$ cat src/rtl/j1708_rx_msg_ctrl.sv
// J1708 receive message controller: frames UART bytes into idle-bounded messages, checks checksum/MID/length.
// Latency: accepted byte reaches msg_byte one cycle after its strobe; msg_done follows the closing idle by two cycles.
// Backpressure: none upstream; a full FIFO on a data byte aborts the message and the FIFO rewinds via msg_abort.
module j1708_rx_msg_ctrl #(
   parameter int MAX_LEN     = 21,
   parameter int MIN_LEN     = 2,
   parameter int LEN_W       = 8,
   parameter bit CHECKSUM_EN = 1'b1
) (
   input  logic             clk,
   input  logic             rst,
   input  logic             i_enable,
   input  logic             i_line_idle,
   input  logic [7:0]       i_rx_byte,
   input  logic             i_rx_byte_valid,
   input  logic             i_tx_active,
   input  logic             i_fifo_full,
   input  logic             i_mid_filter_en,
   input  logic [7:0]       i_mid_filter,
   output logic [7:0]       o_msg_byte,
   output logic             o_msg_byte_valid,
   output logic             o_msg_abort,
   output logic             o_msg_done,
   output logic [LEN_W-1:0] o_msg_length,
   output logic             o_chk_err,
   output logic [7:0]       o_drop_count
);

   localparam logic [LEN_W-1:0] LP_MAX = LEN_W'(MAX_LEN);
   localparam logic [LEN_W-1:0] LP_MIN = LEN_W'(MIN_LEN);

   typedef enum logic [2:0] {
      STATE_RESET        = 3'd0,
      STATE_IDLE         = 3'd1,
      STATE_GET_MID      = 3'd2,
      STATE_GET_BYTE     = 3'd3,
      STATE_DISCARD      = 3'd4,
      STATE_WAIT_TX_IDLE = 3'd5,
      STATE_DONE         = 3'd6
   } state_t;

   state_t           r_state;
   state_t           w_state_nxt;
   logic [LEN_W-1:0] r_cnt;
   logic [LEN_W-1:0] w_cnt_nxt;
   logic [7:0]       r_sum;
   logic [7:0]       w_sum_nxt;
   logic             w_fwd;
   logic             w_abort;
   logic             w_mid_rej;
   logic             w_close;
   logic             w_commit;

   // State register
   always_ff @(posedge clk or posedge rst) begin
      if (rst) begin
         r_state <= STATE_RESET;
      end else begin
         r_state <= w_state_nxt;
      end
   end

   // Next-state logic; a byte arriving together with idle is taken first, then the message closes
   always_comb begin
      w_state_nxt = r_state;
      if (!i_enable) begin
         w_state_nxt = STATE_RESET;
      end else begin
         case (r_state)
            STATE_RESET: begin
               if (i_line_idle) w_state_nxt = STATE_IDLE;
            end
            STATE_IDLE: begin
               if (!i_line_idle) w_state_nxt = i_tx_active ? STATE_WAIT_TX_IDLE : STATE_GET_MID;
            end
            STATE_WAIT_TX_IDLE: begin
               if (i_line_idle) w_state_nxt = STATE_IDLE;
            end
            STATE_GET_MID: begin
               if (w_mid_rej)    w_state_nxt = i_line_idle ? STATE_IDLE : STATE_DISCARD;
               else if (w_abort) w_state_nxt = STATE_IDLE;
               else if (w_close) w_state_nxt = STATE_DONE;
               else if (w_fwd)   w_state_nxt = STATE_GET_BYTE;
               else if (i_line_idle) w_state_nxt = STATE_IDLE;
            end
            STATE_GET_BYTE: begin
               if (w_abort)      w_state_nxt = i_line_idle ? STATE_IDLE : STATE_DISCARD;
               else if (w_close) w_state_nxt = STATE_DONE;
            end
            STATE_DISCARD: begin
               if (i_line_idle) w_state_nxt = STATE_IDLE;
            end
            STATE_DONE: begin
               w_state_nxt = STATE_IDLE;
            end
            default: begin
               w_state_nxt = STATE_RESET;
            end
         endcase
      end
   end

   // Output decisions: forward/abort/commit plus next count and running sum
   always_comb begin
      w_fwd     = 1'b0;
      w_abort   = 1'b0;
      w_mid_rej = 1'b0;
      w_close   = 1'b0;
      w_commit  = 1'b0;
      w_cnt_nxt = r_cnt;
      w_sum_nxt = r_sum;
      if (!i_enable) begin
         // Only states holding forwarded-but-uncommitted bytes need the FIFO rewound
         w_abort = (r_state == STATE_GET_BYTE) || (r_state == STATE_DONE);
      end else begin
         if (r_state == STATE_GET_MID && i_rx_byte_valid) begin
            if (i_mid_filter_en && (i_rx_byte != i_mid_filter)) begin
               w_mid_rej = 1'b1;
            end else begin
               w_fwd     = 1'b1;
               w_cnt_nxt = LEN_W'(1);
               w_sum_nxt = i_rx_byte;
            end
         end else if (r_state == STATE_GET_BYTE && i_rx_byte_valid) begin
            // Length cap is checked before the increment so the counter never wraps
            if ((r_cnt == LP_MAX) || i_fifo_full) begin
               w_abort = 1'b1;
            end else begin
               w_fwd     = 1'b1;
               w_cnt_nxt = r_cnt + LEN_W'(1);
               w_sum_nxt = r_sum + i_rx_byte;
            end
         end
         w_close = i_line_idle &&
                   (((r_state == STATE_GET_MID) && w_fwd) ||
                    ((r_state == STATE_GET_BYTE) && !w_abort));
         if (w_close && (w_cnt_nxt < LP_MIN)) begin
            w_abort = 1'b1;
         end
         w_commit = (r_state == STATE_DONE);
      end
   end

   // Datapath and registered outputs
   always_ff @(posedge clk or posedge rst) begin
      if (rst) begin
         r_cnt            <= '0;
         r_sum            <= '0;
         o_msg_byte       <= '0;
         o_msg_byte_valid <= 1'b0;
         o_msg_abort      <= 1'b0;
         o_msg_done       <= 1'b0;
         o_msg_length     <= '0;
         o_chk_err        <= 1'b0;
         o_drop_count     <= '0;
      end else begin
         r_cnt            <= w_cnt_nxt;
         r_sum            <= w_sum_nxt;
         o_msg_byte_valid <= w_fwd;
         o_msg_abort      <= w_abort;
         o_msg_done       <= w_commit;
         if (w_fwd) begin
            o_msg_byte <= i_rx_byte;
         end
         if (w_abort) begin
            if (o_drop_count != 8'hFF) o_drop_count <= o_drop_count + 8'd1;
         end else if (!i_enable) begin
            o_drop_count <= '0;
         end
         if (!i_enable && !w_abort) begin
            o_msg_length <= '0;
            o_chk_err    <= 1'b0;
         end else if (w_commit) begin
            o_msg_length <= r_cnt;
            o_chk_err    <= CHECKSUM_EN && (r_sum != 8'h00);
         end
      end
   end

endmodule

$ cat config.mk
export PLATFORM = sky130hd
export DESIGN_NAME = j1708_rx_msg_ctrl
export DESIGN_NICKNAME = d
export VERILOG_FILES = /design/src/rtl/j1708_rx_msg_ctrl.sv
export SDC_FILE = /design/constraint.sdc
export NUM_CORES = 1
export LEC_CHECK = 0
export ABC_AREA = 1
export CAP_MARGIN = 10
export CORE_UTILIZATION = 55
export CTS_CLUSTER_DIAMETER = 50
export CTS_CLUSTER_SIZE = 14
export DETAILED_ROUTE_END_ITERATION = 7
export PLACE_DENSITY = 0.95
export SYNTH_ARGS = -nofsm -noshare
export SYNTH_HDL_FRONTEND = slang
export SYNTH_SLANG_ARGS = --single-unit
$ cat constraint.sdc
create_clock -name clk -period 5.98 [get_ports clk]
set_input_delay 1.196 -clock clk [delete_from_list [all_inputs] [get_ports clk]]
set_output_delay 1.196 -clock clk [all_outputs]
set_load 0.02 [all_outputs]
==> summary.txt <==
Routing
  – Routed Antenna Nets: 0
  – Vias: 3,021
  – DRT Pass-1 Iters: 5
  – Drt wl/cell: 13.8 um
  – WL final: 7.35 mm
  – Initial drt markers: roughly 220
  – Via density: roughly 5.7
  – Drc violations: 0

STA
  – Slew @ Worst Pin: approximately 1000 ps
  – Period minus WS final: 3560 ps
  – Final Cycle Share: roughly three fifths
  – # setup viols final: 0
  – PnR worst setup slack: approximately 2400 ps
  – Final Max Tran Viols: 0
  – Max_slew headroom: 35.1%
  – Max Fclk: between 200 and 300 MHz
  – Hold Fails Final Rpt: 0
  – Worst Skew: 11.5 ps
  – Fin Setup TNS: 0 ps
  – RSZ-0062 raised after global routing: no

Final layout
  – Fin nets: roughly 500
  – Ant diodes: 0
  – Area Growth Syn to Fin: 21.4%
  – Fill count: 437
  – Fraction of layout cells with a size suffix above 1: 6.47%

Setup path
  – R2R depth: 11
  – CP required: 6160 ps
  – Crit-path max FO: 17
  – Arrival time of the worst setup path: 3740 ps
  – Reg-to-Reg End: r_sum[7]
  – Worst setup EP type: register
  – Reg2Reg Launch Point: r_state[1]
  – Setup slack on the worst flop-to-flop path: 3310 ps
  – Critical path class: input port to register
  – Worst setup SP type: input port

Synth
  – Syn nets: 449
  – Synth top area share: around 40%
  – Register area share after synthesis: 39.1%
  – Synth area leaders: dfrtp_1, nand2_1, inv_1, nand3_1, o21ai_0
  – Synth cell types: 35
  – Post-synthesis cell count: 414
  – Synth warnings: 0
  – Async set-or-reset flop fraction in the synthesized netlist: 100%
  – Synth Area per Inst: around 7.3 sq um
  – Yosys reg bits: 47
  – Mapped cell area: 0.00301 sq mm
  – Ys flop type: dfrtp_1
  – Area leader, netlist: dfrtp_1
  – Post-synth EDFFs: 0

Clock tree
  – Root buffer cell: clkbuf_8
  – # hold bufs at CTS: 0
  – Worst skew pair latency: 310 ps
  – Clock sinks: 47
  – TritonCTS buffer count: 5
  – Reg clk slew, reported paths: 80 ps
  – TritonCTS clock tree: done
  – Max clock buf depth: 2
  – Postcts setup bufs: 0
  – Post-CTS Resized: 0
  – CTS H-tree depth: 2

Floorplan
  – Cell Rows: 26
  – Total Die Area: roughly 0.0058 sq mm
  – # IOs: 52
  – Core Area: 0.00520 sq mm
  – Die height: 76 um
  – Starting density of the core: between 50% and 60%
  – Die Width: 76 um

Hold path
  – Worst Hold Path EP: o_msg_byte[7]
  – Hold depth: 2
  – Worst Hold Class: register to register
  – HP Start: o_msg_byte[7]

Global route
  – Largest net degree at the start of global routing: 48
  – First-pass GRT wire length: 12.5 mm
  – Met2 Use GR: 47.2%
  – Initial antenna violation count: 0
  – Vias in the first global route: 2,867
  – Most used routing layer: met2
  – GR Overflow Total: 0
  – GRT Util Overall: 26.7%
  – Met1 usage in global routing: 32.2%
  – Met3 Track Usage GR: 3.71%

Placed design
  – Number of buffer cells added on primary ports: 51
  – Pre-CTS setup slack: 2180 ps
  – GP Congestion: 1.00
  – DP Wirelength: between 5 and 6 mm

Power
  – Worst VDD drop: 0.171 mV
  – Leakage: roughly 1.8 nW
  – Pwr Density: 300 mW/mm^2

Outcome
  – Status: complete, no violations

Job
  – Max cap viols: 0
## power by group
part | switching, mW | internal [mW]
clock network | 0.110 | 0.0824
registers | 0.0595 | 0.381
logic | 0.279 | 0.185
total | 0.448 | 0.648
## Yosys cell counts, types with 4 or more instances
cell type    n
o211ai_1     6
inv_1       57
clkbuf_1     6
nand2_1    119
o21ai_1     10
dfrtp_1     47
a21oi_1     12
xnor2_1      6
nor3_1      13
nand2_4      5
o21ai_0     33
nand2_2      4
ha_1        10
nand4_1      7
nor2_1      16
nand3_1     33
inv_2        4
## placed cells by master (no fill, tap or decap)
cell | netlist | layout
clkbuf_8 | 0 | 5
o211ai_1 | 6 | 6
inv_4 | 1 | 1
nand2_1 | 119 | 119
inv_1 | 57 | 56
clkinv_4 | 1 | 1
a22oi_1 | 1 | 1
nand2_2 | 4 | 4
o21ai_1 | 10 | 10
o21bai_1 | 1 | 1
nor3_2 | 1 | 1
nand2_4 | 5 | 5
nor2_2 | 1 | 1
nor2_4 | 1 | 1
ha_1 | 10 | 10
or2_2 | 1 | 1
nand3_1 | 33 | 33
dfrtp_1 | 47 | 47
fa_1 | 1 | 1
nor2_8 | 2 | 2
a21oi_1 | 12 | 12
nor3_1 | 13 | 13
clkinv_2 | 0 | 1
inv_2 | 4 | 5
o21ai_0 | 33 | 33
a21oi_2 | 1 | 1
o22ai_1 | 2 | 2
o31ai_1 | 1 | 1
clkbuf_1 | 6 | 2
nor2_1 | 16 | 16
nand4_1 | 7 | 7
clkdlybuf4s50_1 | 0 | 51
a31oi_1 | 2 | 2
xnor2_1 | 6 | 6
buf_4 | 0 | 1
nor3b_1 | 3 | 3
xor2_1 | 2 | 2
## metal layers
layer  up-vias  part of all wire (%)
met2       147                    50
met5         -                     0
li1       1442                     -
met1      1406                    41
met3        26                   6.5
met4         0                   2.2
## critical path, stage by stage
cell	delay (ps)
clkdlybuf4s50_1	530
inv_1	100
nand2_1	70
nand2_1	50
nand2_1	60
nor2_1	40
nand2_1	110
nand2_1	140
nand2_4	120
inv_1	60
o21ai_1	560
buf_4	300
inv_2	150
nand2_1	120
o211ai_1	110
## worst max-delay path by stage
stage,slack [ps],to,depth (start not counted),startpoint
after floorplan,3230,r_sum[7],13,i_rx_byte[2]
after global placement,2350,r_sum[4],15,i_rx_byte[1]
after detailed placement,2180,r_sum[4],15,i_rx_byte[1]
after CTS,2460,r_sum[7],15,i_rx_byte[1]
after global routing,2220,r_sum[0],15,i_rx_byte[1]
final,2420,r_sum[7],15,i_rx_byte[1]
## registers in the layout, summed over array words and instances, names as in the netlist
register / count
o_msg_done: 1
r_cnt: 8
o_msg_abort: 1
o_chk_err: 1
o_msg_length: 8
r_sum: 8
o_msg_byte_valid: 1
o_msg_byte: 8
r_state: 3
o_drop_count: 8
## through the flow
stage	instance area, sq um	hold slack [ps]	std cells	utilization [%]	total power [mW]
CTS	3660	498	534	70.3	1.09
floorplan	3010	475	414	-	0.757
detailed placement	3580	472	526	68.7	0.899
global route	3660	540	534	70.3	1.17
global placement	3580	474	526	68.7	0.871
finish	3660	493	534	70.3	1.10
## cell type report
cell class                      count  area [sq um]  area share (%)
Clock buffer                        7          76.3            2.09
Sequential cell                    47          1180            32.2
Timing Repair Buffer               52           518            14.2
Multi-Input combinational cell    294          1550            42.4
Clock inverter                      1          5.00           0.137
Inverter                           63           244            6.67
Tap cell                           70          87.6            2.39
## logic make-up after synthesis
group,after synthesis,share of synthesized area (%)
adder cells (fa/ha/maj),11,4.82
buffers and inverters,73,9.47
flip-flops,47,39.1
AND/OR/NAND/NOR,206,31.8
XOR/XNOR,8,2.33
AO/OA/AOI/OAI,69,12.5
No activity file was read; power rests on OpenSTA's default activity.
